$ cat src/rtl/clk_div_prog.sv
// rtl/clk_div_prog.sv - programmable clock divider with glitch-free shadowed ratio/duty updates
// Odd ratios in 50 % mode borrow a falling-edge copy of the high phase to stretch it by half a cycle.
module clk_div_prog #(
  parameter int W        = 8,
  parameter int DEF_DIV  = 8,
  parameter int DEF_MODE = 0
) (
  input  logic         clk,
  input  logic         rst_n,
  input  logic         en,
  input  logic         div_load,
  input  logic [W-1:0] div_val,
  input  logic         div_mode,
  output logic         clk_div,
  output logic         tick,
  output logic         pending,
  output logic         cfg_err
);

  localparam logic [W-1:0] DEF_N = W'(DEF_DIV);
  localparam logic         DEF_M = (DEF_MODE != 0);

  logic [W-1:0] n_act_q, n_act_d;
  logic [W-1:0] n_shd_q, n_shd_d;
  logic [W-1:0] cnt_q, cnt_d;
  logic         mode_act_q, mode_act_d;
  logic         mode_shd_q, mode_shd_d;
  logic         pending_q, pending_d;
  logic         pos_q, pos_d;
  logic         neg_q, neg_d;
  logic         tick_q, tick_d;
  logic         cfg_err_q, cfg_err_d;

  logic [W-1:0] cnt_nx, n_eff, half;
  logic         wrap, apply, load_ok, mode_eff;

  always_comb begin
    cnt_nx   = (cnt_q == n_act_q - W'(1)) ? '0 : cnt_q + W'(1);
    wrap     = en && (cnt_nx == '0);
    // A pending config lands on a period boundary, or immediately while stopped.
    apply    = pending_q && (wrap || !en);
    load_ok  = div_load && (div_val >= W'(2));
    n_eff    = apply ? n_shd_q : n_act_q;
    mode_eff = apply ? mode_shd_q : mode_act_q;
    half     = n_eff >> 1;

    n_act_d    = n_eff;
    mode_act_d = mode_eff;
    n_shd_d    = load_ok ? div_val : n_shd_q;
    mode_shd_d = load_ok ? div_mode : mode_shd_q;
    pending_d  = load_ok || (pending_q && !apply);
    cfg_err_d  = div_load && !load_ok;
    tick_d     = wrap;
    neg_d      = pos_q;

    if (en) begin
      cnt_d = cnt_nx;
      pos_d = mode_eff ? (cnt_nx == '0) : (cnt_nx < half);
    end else begin
      // Parking at n-1 makes the first enabled edge start a fresh period.
      cnt_d = n_eff - W'(1);
      pos_d = 1'b0;
    end
  end

  always_ff @(posedge clk or negedge rst_n) begin
    if (!rst_n) begin
      n_act_q    <= DEF_N;
      n_shd_q    <= DEF_N;
      mode_act_q <= DEF_M;
      mode_shd_q <= DEF_M;
      cnt_q      <= DEF_N - W'(1);
      pending_q  <= 1'b0;
      pos_q      <= 1'b0;
      tick_q     <= 1'b0;
      cfg_err_q  <= 1'b0;
    end else begin
      n_act_q    <= n_act_d;
      n_shd_q    <= n_shd_d;
      mode_act_q <= mode_act_d;
      mode_shd_q <= mode_shd_d;
      cnt_q      <= cnt_d;
      pending_q  <= pending_d;
      pos_q      <= pos_d;
      tick_q     <= tick_d;
      cfg_err_q  <= cfg_err_d;
    end
  end

  always_ff @(negedge clk or negedge rst_n) begin
    if (!rst_n) neg_q <= 1'b0;
    else        neg_q <= neg_d;
  end

  assign clk_div = (!mode_act_q && n_act_q[0]) ? (pos_q | neg_q) : pos_q;
  assign tick    = tick_q;
  assign pending = pending_q;
  assign cfg_err = cfg_err_q;

endmodule

$ cat config.mk
export PLATFORM = sky130hd
export DESIGN_NAME = clk_div_prog
export DESIGN_NICKNAME = d
export VERILOG_FILES = /design/src/rtl/clk_div_prog.sv
export SDC_FILE = /design/constraint.sdc
export NUM_CORES = 1
export LEC_CHECK = 0
export ABC_AREA = 1
export CORE_MARGIN = 5
export CORE_UTILIZATION = 40
export DETAILED_ROUTE_END_ITERATION = 16
export GPL_ROUTABILITY_DRIVEN = 0
export PLACE_DENSITY_LB_ADDON = 0.12
export SYNTH_ARGS = -nofsm -noshare
export SYNTH_HDL_FRONTEND = slang
export SYNTH_SLANG_ARGS = --single-unit
$ cat constraint.sdc
create_clock -name clk -period 3.2 [get_ports clk]
set_clock_uncertainty 0.1 [all_clocks]
set_input_delay 0.64 -clock clk [delete_from_list [all_inputs] [get_ports clk]]
set_output_delay 0.64 -clock clk [all_outputs]
set_load 0.005 [all_outputs]
---- After elaboration in Yosys (flattened, before gate mapping) ----
Index checks and enable logic that the tools add are counted.
word-level totals
  flip-flop bits (word level) ............. 31
  input port bits ......................... 13
  output and inout port bits .............. 4
  word-level logic and storage cells ...... 37
cells by class
  $add $sub $neg .......................... 3
  magnitude comparators ................... 2
  equality and inequality tests ........... 1
  muxes and demuxes ....................... 7
  bitwise logic cells ..................... 1
  reduce and logical (&&, ||, !) cells .... 13
operators with widths
  cell                 number
  $mux 8               3
  $sub 8x1->8 const B  2
  $add 8x1->8 const B  1
  $eq 8x8->1           1
  $ge 8x2->1 const B   1
  $logic_not 8->1      1
  $lt 8x7->1           1
  $logic_and 1x1->1    6
  $logic_not 1->1      4
  $mux 1               4
  $logic_or 1x1->1     2
  $or 1x1->1           1

---- Longest topological paths before layout ----
  word-level depth ........................ 11
  depth in mapped cells ................... 25
  mapped depth without buffers ............ 25

==> results.json <==
{
  "status": "complete, but fails checks",
  "violations": "setup timing",
  "relSlewSlack": 0.721,
  "diodes": 0,
  "die_x_um": 83.0,
  "multiInputGateArea_sq_mm": 0.00128,
  "synth_cells": 289,
  "synth.largest_area_cell": "dfrtp_1",
  "setup_tns_ns": -0.0530,
  "grtUsageTotal": 0.140,
  "max_stage_delay_ns": 0.32,
  "num_rows": 26,
  "cts_sinks": 31,
  "hold_viol": 0,
  "hold_path_end": "n_shd_q[1]$_DFFE_PN0P_",
  "p_leak_uw": 0.00141,
  "start_util": 0.415,
  "synth.distinct_cells": 38,
  "synth-seq-area-share": 0.367,
  "drive_above_1_share": 0.304,
  "cp_cell_sequence": "a31o_2 -> buf_6",
  "whs_path_depth": 2,
  "yosysTopAreaCellShare": 0.293,
  "synth.area.top_cells": "dfrtp_1, nand2_1, inv_1",
  "grt_pass1_wl_um": 7910,
  "die_area_sq_mm": 0.00689,
  "crit_type": "flop to output pin",
  "hold_path_class": "flop to flop",
  "cts_buffers": 5,
  "drcViolationCount": 0,
  "cap_violations": 0,
  "antenna_found_initial": 0,
  "fillers": 520,
  "dr_total_vias": 1855,
  "drt_wl_total_um": 4870,
  "cp.required_ns": 2.46,
  "setup.worst_path.end_class": "output pin",
  "r2r_slack_ns": 0.11,
  "synthFlopType": "dfrtp_1",
  "clk_path_buf_depth": 2,
  "core_sq_mm": 0.00514,
  "crit_family": "flip-flops",
  "syn_nets": 310,
  "synth_edf_count": 0,
  "ff2ff_path_depth": 23,
  "routedWlPerCell_um": 11.9,
  "io_pins": 17,
  "seq_area_sq_um": 782,
  "cp.arrival_ns": 2.51,
  "insertion_delay_ns": 0.28,
  "cts.clk_slew.worst_paths_ns": 0.06,
  "tightest_slew_ns": 0.417,
  "cts-root-buf": "clkbuf_8",
  "vias_per_cell": 4.54,
  "ant_nets": 0,
  "io_buffers": 16,
  "synthArstFlopShare": 1.00,
  "drt_iter0_markers": 58,
  "whs_ns": 0.392,
  "grt_pass1_vias": 1733,
  "nets": 359,
  "setup_viol_count_final": 1,
  "setup_ws_ns": -0.0530,
  "power.density_mw_per_mm2": 550,
  "cts_tree": "built",
  "ys_ff_latch": 31,
  "postCtsHoldBufs": 0,
  "start_kind": "flop",
  "h-tree-depth": 2,
  "timing.rr.end": "neg_d$_DFF_PN0_",
  "die_h_um": 83.0,
  "vdd_drop_max_mv": 0.362,
  "grt_max_degree": 31,
  "syn_avg_cell_area_sq_um": 7.38,
  "final_util": 0.548,
  "cp_max_fo": 1,
  "first_pass_iters": 4,
  "place_hpwl_um": 3770,
  "area_growth_pct": 32.2,
  "timing.rr.start": "n_act_q[0]$_DFF_PN0_",
  "slew_violations": 0,
  "grt_overflow": 0,
  "rsz0062_at_grt": "yes",
  "yosys_warnings": 0,
  "syn_area_sq_mm": 0.00213,
  "crit_buf_inv": 1,
  "hp-start": "n_shd_q[1]$_DFFE_PN0P_",
  "critPathSlowestCell": "dfrtn_1"
}
[through the flow]
step	instance area [sq um]	power [uW]	setup slack, ns	instances
CTS	2600	1460	-0.0654	401
global placement	2500	1110	-0.137	392
global route	2820	1670	-0.117	409
detailed placement	2500	1120	-0.149	392
floorplan	2130	934	0.0501	289
finish	2820	1550	-0.0530	409
[timing repair]
action / 4_1_cts / 5_1_grt
setup buffers: 1 / 8
endpoints found under the setup margin: 2 / 7
resized for setup: 5 / 37
endpoints found under the hold margin: 0 / 0
pin swaps: 2 / 16
[placed cells by master (no fill, tap or decap), drive strengths merged]
master	n
nand3	22
ha	8
o41ai	1
o21ai	13
a21oi	3
clkinv	1
xor2	4
inv	42
buf	32
nand4	1
nor2	39
and3b	1
dfrtn	1
nand2	97
nor3	1
clkdlybuf4s50	15
nor4	2
a31oi	2
dfrtp	25
xnor2	2
mux2	6
dfstp	5
nand3b	2
clkbuf	8
a31o	1
o21bai	3
a21o	1
o21a	1
[logic make-up (layout without fill, tap and decap cells)]
logic type,after synthesis,after routing,synth area share
compound gates,25,25,0.0798
buf+inv,48,98,0.0980
xor+xnor,6,6,0.0246
simple gates,165,165,0.352
mux,6,6,0.0317
flops,31,31,0.367
fa+ha+maj,8,8,0.0470
[report_power, final]
group          switching [uW]  total [uW]  leakage (uW)  internal, uW
Sequential               64.6         527      0.000365           463
Clock                     141         338     0.0000515           196
Combinational             377         686      0.000991           309
[worst register-to-register path, cell delays in order (launching register included)]
cell	delay, ns
dfrtp_1	0.39
inv_2	0.08
ha_4	0.21
nand2_2	0.05
inv_2	0.02
nor2_1	0.07
nand2_1	0.07
nor2_1	0.11
nand3_2	0.08
nor2_2	0.12
nand2_2	0.12
o41ai_4	0.08
nand3_2	0.17
nand2_4	0.12
nand2_4	0.07
nand2_2	0.06
o21a_1	0.16
inv_2	0.07
ha_4	0.24
nand2_2	0.07
and3b_1	0.18
nor4_2	0.25
nand2_1	0.08
nand2_1	0.06
[layer usage]
metal,routed length [um],GRT usage
met1,2260,0.177
met2,2310,0.245
met3,209,0.0238
met4,95,0.0371
met5,0,0
[synthesized netlist by cell type, types with 2 or more instances]
cell      instances
nand2_1          88
inv_1            38
nor2_1           35
dfrtp_1          25
nand3_1          16
ha_1              8
nand2_2           7
mux2_2            6
nand3_2           6
o21ai_0           6
dfstp_2           5
o21ai_1           5
xor2_1            4
a21oi_1           3
inv_2             3
o21bai_1          3
a31oi_1           2
buf_6             2
clkinv_1          2
nand2_4           2
nand3b_1          2
nor2_2            2
nor2_4            2
nor4_1            2
xnor2_1           2
[how the worst max path moves through the flow]
stage                    startpoint              end  cells past startpoint
5_1_grt        n_act_q[0]$_DFF_PN0_  neg_d$_DFF_PN0_                     23
3_3_place_gp        neg_q$_DFF_NN0_          clk_div                      2
2_1_floorplan  n_act_q[0]$_DFF_PN0_  neg_d$_DFF_PN0_                     24
6_report            neg_q$_DFF_NN0_          clk_div                      2
4_1_cts             neg_q$_DFF_NN0_          clk_div                      2
3_5_place_dp        neg_q$_DFF_NN0_          clk_div                      2
[final cells by class]
type | instances | share of cell area
Clock buffer | 8 | 0.0355
Inverter | 43 | 0.0573
Multi-Input combinational cell | 210 | 0.454
Timing Repair Buffer | 47 | 0.145
Tap cell | 70 | 0.0311
Sequential cell | 31 | 0.277
[sequential cells by signal, indices dropped and copies added, names as in the netlist]
signal	flops
pending	1
n_shd_q	8
mode_act_q	1
cnt_q	8
n_act_q	8
cfg_err	1
neg_d	1
neg_q	1
tick	1
mode_shd_q	1
(Power assumes the default switching activity.)
